`config.mk`:
```
export PLATFORM = sky130hd
export DESIGN_NAME = scan_digit_rx
export DESIGN_NICKNAME = d
export VERILOG_FILES = /design/src/rtl/scan_digit_rx.sv
export SDC_FILE = /design/constraint.sdc
export NUM_CORES = 1
export LEC_CHECK = 0
export ABC_CLOCK_PERIOD_IN_PS = 2080
export BUFFER_PORTS_ARGS = -buffer_cell sky130_fd_sc_hd__buf_4
export CAP_MARGIN = 20
export CORE_ASPECT_RATIO = 1.1
export CORE_MARGIN = 1.5
export CORE_UTILIZATION = 35
export CTS_CLUSTER_DIAMETER = 100
export CTS_CLUSTER_SIZE = 28
export DETAILED_ROUTE_END_ITERATION = 6
export GPL_TIMING_DRIVEN = 1
export HOLD_SLACK_MARGIN = 0.05
export SYNTH_ARGS = -nofsm -noshare
export SYNTH_HDL_FRONTEND = slang
export SYNTH_SLANG_ARGS = --single-unit
```
`constraint.sdc`:
```
create_clock -name clk -period 2.08 [get_ports clk]
set_input_delay 0.208 -clock clk [delete_from_list [all_inputs] [get_ports clk]]
set_output_delay 0.208 -clock clk [all_outputs]
set_load 0.02 [all_outputs]
```
`src/rtl/scan_digit_rx.sv`:
```
// scan_digit_rx: receives the time-multiplexed {digit, select} scan bus and rebuilds a parallel value
//   Ports: clk, rst (sync, active-high); scan_d/scan_an asynchronous scan bus;
//   value = last complete frame (digit k at [4k+3:4k]); value_valid / value_changed /
//   frame_err are 1-cycle pulses; locked is high between a full frame and the next error.
//   Optional macro SCAN_SEG_EN adds seg[6:0] = {g..a}, active-low hex decode of value[3:0].
module scan_digit_rx #(
    parameter int DIGITS     = 2,
    parameter int SEL_W      = 3,
    parameter int STABLE_CYC = 4,
    parameter int TIMEOUT    = 1023
) (
    input  logic                  clk,
    input  logic                  rst,
    input  logic [3:0]            scan_d,
    input  logic [SEL_W-1:0]      scan_an,
    output logic [4*DIGITS-1:0]   value,
    output logic                  value_valid,
    output logic                  value_changed,
    output logic                  frame_err,
    output logic                  locked
`ifdef SCAN_SEG_EN
    ,output logic [6:0]           seg
`endif
);
    localparam int BW = SEL_W + 4;
    localparam int CW = $clog2(STABLE_CYC + 1);
    localparam int EW = $clog2(DIGITS);
    localparam int TW = $clog2(TIMEOUT + 1);
    typedef enum logic {HUNT, COLLECT} state_t;
    logic [BW-1:0] s1, s2, dat;
    logic [CW-1:0] cnt;
    logic accept;
    state_t st, st_n;
    logic [EW-1:0] expect_idx, exp_n;
    logic [DIGITS-1:0][3:0] shadow, sh_n;
    logic [4*DIGITS-1:0] val_n;
    logic vv_n, vc_n, fe_n, lk_n;
    logic [TW-1:0] tmo, tmo_n;
    logic [SEL_W-1:0] a;
    logic [3:0] d;
    // dat holds the synced sample that cnt+1 consecutive samples have agreed on;
    // cnt saturates above the accept point so a steady bus accepts only once
    always_ff @(posedge clk) begin
        if (rst) begin
            s1  <= '0;
            s2  <= '0;
            dat <= '0;
            cnt <= '0;
        end else begin
            s1  <= {scan_an, scan_d};
            s2  <= s1;
            dat <= s2;
            cnt <= (s2 != dat) ? '0 : (cnt == CW'(STABLE_CYC)) ? cnt : cnt + CW'(1);
        end
    end
    assign accept = (cnt == CW'(STABLE_CYC - 1));
    assign a = dat[BW-1:4];
    assign d = dat[3:0];
    always_comb begin
        st_n  = st;
        exp_n = expect_idx;
        sh_n  = shadow;
        val_n = value;
        vv_n  = 1'b0;
        vc_n  = 1'b0;
        fe_n  = 1'b0;
        lk_n  = locked;
        tmo_n = (st == COLLECT) ? tmo + TW'(1) : '0;
        if (accept) begin
            tmo_n = '0;
            if (st == HUNT) begin
                if (a == '0) begin
                    sh_n    = '0;
                    sh_n[0] = d;
                    exp_n   = EW'(1);
                    st_n    = COLLECT;
                end
            end else if (a == SEL_W'(expect_idx)) begin
                sh_n[expect_idx] = d;
                if (expect_idx == EW'(DIGITS - 1)) begin
                    val_n = sh_n;
                    vv_n  = 1'b1;
                    vc_n  = (sh_n != value);
                    lk_n  = 1'b1;
                    exp_n = '0;
                end else begin
                    exp_n = expect_idx + EW'(1);
                end
            end else begin
                // out-of-order digit: drop the partial frame; a fresh digit 0 restarts it
                fe_n = 1'b1;
                lk_n = 1'b0;
                sh_n = '0;
                if (a == '0) begin
                    sh_n[0] = d;
                    exp_n   = EW'(1);
                end else begin
                    exp_n = '0;
                    st_n  = HUNT;
                end
            end
        end else if (st == COLLECT && tmo == TW'(TIMEOUT - 1)) begin
            fe_n  = 1'b1;
            lk_n  = 1'b0;
            st_n  = HUNT;
            exp_n = '0;
            tmo_n = '0;
        end
    end
    always_ff @(posedge clk) begin
        if (rst) begin
            st            <= HUNT;
            expect_idx    <= '0;
            shadow        <= '0;
            value         <= '0;
            value_valid   <= 1'b0;
            value_changed <= 1'b0;
            frame_err     <= 1'b0;
            locked        <= 1'b0;
            tmo           <= '0;
        end else begin
            st            <= st_n;
            expect_idx    <= exp_n;
            shadow        <= sh_n;
            value         <= val_n;
            value_valid   <= vv_n;
            value_changed <= vc_n;
            frame_err     <= fe_n;
            locked        <= lk_n;
            tmo           <= tmo_n;
        end
    end
`ifdef SCAN_SEG_EN
    localparam logic [6:0] HEX [16] = '{
        7'h40, 7'h79, 7'h24, 7'h30, 7'h19, 7'h12, 7'h02, 7'h78,
        7'h00, 7'h10, 7'h08, 7'h03, 7'h46, 7'h21, 7'h06, 7'h0E
    };
    always_ff @(posedge clk) begin
        if (rst) seg <= 7'h7F;
        else     seg <= HEX[val_n[3:0]];
    end
`endif
endmodule
```
Word-level counts from Yosys, hierarchy flattened
Cells that the tools add are included.

cells by class
  muxes and demuxes = 26
  add/subtract/negate cells = 3
  $lt $le $gt $ge = 2
  bitwise logic cells = 4
  eq/ne operators = 9
  reduce and logical (&&, ||, !) cells = 13

operators with widths
  kind                     number
  $mux W8                  3
  $mux W1                  19
  $add A10 B1 Y10 const B  1
  $eq A10 B10 Y1 const B   1
  $bwmux W8                1
  $mux W4                  2
  $ne A8 B8 Y1             1
  $reduce_or A4 Y1         2
  $ne A7 B7 Y1             1
  $reduce_or A5 Y1         1
  $demux W4 S1             1
  $not A1 Y1               4
  $reduce_and A2 Y1        2
  $reduce_and A4 Y1        1
  $reduce_bool A2 Y1       2
  $add A3 B1 Y3 const B    1
  $eq A3 B1 Y1             1
  $eq A3 B2 Y1 const B     1
  $eq A3 B3 Y1 const B     1
  $logic_not A3 Y1         1
  $ne A3 B1 Y1 const B     1
  $ne A3 B3 Y1 const B     1
  $reduce_and A3 Y1        1
  $logic_and A1 B1 Y1      2
  other kinds (5)          5

storage, ports and cells
  output and inout bits = 12
  word-level logic and storage cells = 71
  bits in registers = 56

Depth between registers and ports, before layout
  depth in word-level cells = 7
  gate-level depth with buffers = 7
  mapped depth without buffers = 6

Worst setup path before layout
OpenSTA, ideal clock, no wires.

  kind = register -> register
  from = register cnt[0]
  to = register value[0]
  stages on the path, launching flop included = 8
  slack = 0.473 ns
  setup time = 0.128 ns
  arrival time = 1.480 ns
  clock period less this slack = 1.607 ns
  cells stage by stage = dfxtp_1 ha_1 ha_1 buf_2 nand3_1 nor2_8 mux2i_1 nor2_1

on the way
  longest elaborated chain between the ends = 2

ends and longest elaborated chain
  item                         line  RTL
  start: declaration           31    logic [CW-1:0] cnt;
  start signal: assignment     53    cnt <= (s2 != dat) ? '0 : (cnt == CW'(STABLE_CYC)) ? cnt : cnt + CW'(1);
  $eq A3 B2 Y1                 56    assign accept = (cnt == CW'(STABLE_CYC - 1));
  $reduce_and A4 Y1 (no line)  --
  end signal: assignment       125   value <= val_n;
  end: declaration             16    output logic [4*DIGITS-1:0] value,

No other way between the ends.
A chain may end at the register's enable or synchronous reset.

Worst setup path after layout
  from = register cnt[0]
  to = register value[5]

The elaborated chain is that of the path after synthesis.

==> flow_summary.toml <==
[yosys]
synth_edf_count = 0
synth_seq_area_share_pct = 51.1
synth_xor_area_share_pct = 9.98
synth_mux_area_share_pct = 6.39
synth.distinct_cells = 31
synthAdderAreaFrac_pct = 2.85
synth_top_family_by_area = "simple AND/OR/NAND/NOR gates"
synth_ff_type = "dfxtp_1"
async_reset_ff_share_pct = 0
synth_warnings = 0
synth_compound_area_share_pct = 8.10
yosys.area_share.simple_pct = 19.2
synth-seq-cells = 56
synth_cells = 211
syn-cell-area_mm2 = 0.00219
syn_nets = 225
syn_area_per_cell_um2 = 10.4

[sta]
rsz0062_at_grt = "false"
tightest_slew_ns = 0.532
setup_viol = 0
fin_crit_sh_pct = 87.3
skew_ns = 0.00780
min_period_ns = 1.82
hold_violations = 0
max_freq_mhz = 551
setup_ws_ns = 0.264
maxSlewViolCount = 0
slew_headroom_pct = 64.2
final.setup.tns_ns = 0

[setup_path]
worstSetupStartpointType = "flip-flop"
worstPathArrival_ns = 2.01
critPathMaxFanout = 10
worstSetupPathType = "reg2reg"
critPathCaptureType = "flip-flop"
required_ns = 2.28

[global_route]
grt_max_degree = 39
grt_pass1_wl_um = 6470
antenna_found_initial = 0
grt_usage_pct = 12.1
grtUsageMet3_pct = 3.30
grt_pass1_vias = 1376
use_met2_pct = 19.7
grt_overflow_total = 0
met1_usage_pct = 15.4
top_usage_layer = "met2"

[pwr]
power_frac_seq_pct = 63.0
internal_power_w = 0.00136
power.switching_w = 0.000387
combPwrFrac_pct = 3.8
power_density_mw_per_mm2 = 694
switching_share_pct = 22.1
p_leak_nw = 0.973
p_clk_share_pct = 33.2
peakVddDrop_mv = 0.441

[drt]
drt_wl_total_um = 3560
wire_per_inst_um = 11.3
first_pass_iters = 4
vias = 1456
via_per_inst = 4.64
drc = 0
drt_iter0_drc = 72
ant_nets = 0

[layout]
drive_gt1_share_pct = 14.5
layout_commonest_cell = "dfxtp_1"
areaGrowthSynthToFinish_pct = 14.9
fin_nets = 247
n_antenna_cell = 0
most-common-layout-cells = "56 x dfxtp_1, 24 x nor2_1, 23 x buf_4"

[clock_tree]
cts_setup_buffers = 0
h-tree-depth = 2
cts-resized-gates = 0
cts.clk_slew.worst_paths_ns = 0.10
clock_latency_ns = 0.31
cts.sinks = 56
cts_buffers = 5
cts.path.max_buffers = 2
cts_tree = "done"
root_buffer = "clkbuf_8"
holdBufCountCts = 0

[die]
fp.dieArea_mm2 = 0.00675
initial_core_util_pct = 35.9
fp.dieH_um = 86.1
io_pins = 21
core_area_mm2 = 0.00612
die_x_um = 78.5
rows = 30

[place]
gp_congestion = 0.746
place_ws_ns = 0.257
port_buffers = 20
dp_hpwl_um = 2520

[status]
outcome = "finished, final reports clean"

[flow_run]
cap_viol_max_count = 0

[worst_hold_path]
hold_path_class = "in2reg"
-- cells in the mapped netlist, types with 2 or more instances --
master    number  area share, %
and4_1         3            1.2
a21boi_0       2           0.68
inv_1          5           0.86
o21a_1         2           0.68
nand2_1        6            1.0
nor2b_1       21            6.0
xnor2_1       11            4.4
nand4_1        3           0.86
dfxtp_1       56             51
nor4_1         5            1.4
nor2_1        24            4.1
a211oi_1       2           0.68
mux2i_1       14            6.4
a22o_1         8            3.2
a21oi_1        4           0.91
clkbuf_1       5           0.86
nand3_1        7            1.6
ha_1           5            2.9
xor2_1        14            5.6
buf_2          3           0.68
-- kinds of logic (layout without fill, tap and decap cells) --
family | Yosys count | after routing
AND/OR/NAND/NOR | 75 | 75
flip-flops | 56 | 56
XOR/XNOR | 25 | 25
AO/OA/AOI/OAI | 23 | 23
multiplexers | 14 | 14
buffers and inverters | 13 | 36
adder cells (fa/ha/maj) | 5 | 5
-- flip-flops by register name, summed over array words and instances, names as in the netlist --
register and flops:
s1 7, cnt 3, tmo 10, shadow 8, value 8, frame_err 1
dat 7, st 1, s2 7, value_changed 1, value_valid 1, expect_idx 1
locked 1
-- power by group through the flow --
| stage | registers (W) | clock network (W) | logic [W] |
|---|---|---|---|
| 2_1_floorplan | 0.00112 | 0 | 0.0000485 |
| 5_1_grt | 0.00111 | 0.000650 | 0.0000783 |
| 6_report | 0.00110 | 0.000580 | 0.0000669 |
| 3_5_place_dp | 0.00113 | 0 | 0.0000682 |
| 3_3_place_gp | 0.00113 | 0 | 0.0000670 |
| 4_1_cts | 0.00110 | 0.000605 | 0.0000685 |
-- stage by stage --
step	util, %	hold WS [ns]	total power (W)	instances	instance area (µm²)
finish	41.2	0.104	0.00175	314	2520
global route	41.2	0.0970	0.00184	314	2520
CTS	41.2	0.0993	0.00178	314	2520
detailed placement	39.8	0.424	0.00120	306	2430
global placement	39.8	0.418	0.00120	306	2430
floorplan	-	0.336	0.00117	211	2190
-- final timing paths --
path | startpoint | endpoint | slack [ns] | cells past startpoint
hold reg to reg | s1[3] | s2[3] | 0.44 | 1
setup / recovery | cnt[0] | value[5] | 0.26 | 6
setup reg to reg | cnt[0] | value[5] | 0.26 | 6
hold / removal | scan_d[0] | s1[0] | 0.10 | 2
-- routing by layer --
| layer | wire length [µm] | vias to the layer above |
|---|---|---|
| met5 | 0 | - |
| met4 | 66 | 0 |
| met3 | 142 | 7 |
| met2 | 1600 | 24 |
| met1 | 1740 | 663 |
| li1 | - | 762 |
-- worst max-delay path: stages (launching register included) --
cell and delay, ns:
dfxtp_1 0.39, ha_1 0.16, ha_1 0.32, nand3_1 0.30, nor2_8 0.27, mux2i_1 0.22, nor2_1 0.05
-- area by class of cell --
type / count / area (µm²)
Clock buffer: 6 / 72.6
Clock inverter: 2 / 16.3
Fill cell: 609 / 3600
Inverter: 5 / 18.8
Multi-Input combinational cell: 142 / 1020
Sequential cell: 56 / 1120
Tap cell: 80 / 100
Timing Repair Buffer: 23 / 173
Power figures use the tool's default switching activity.
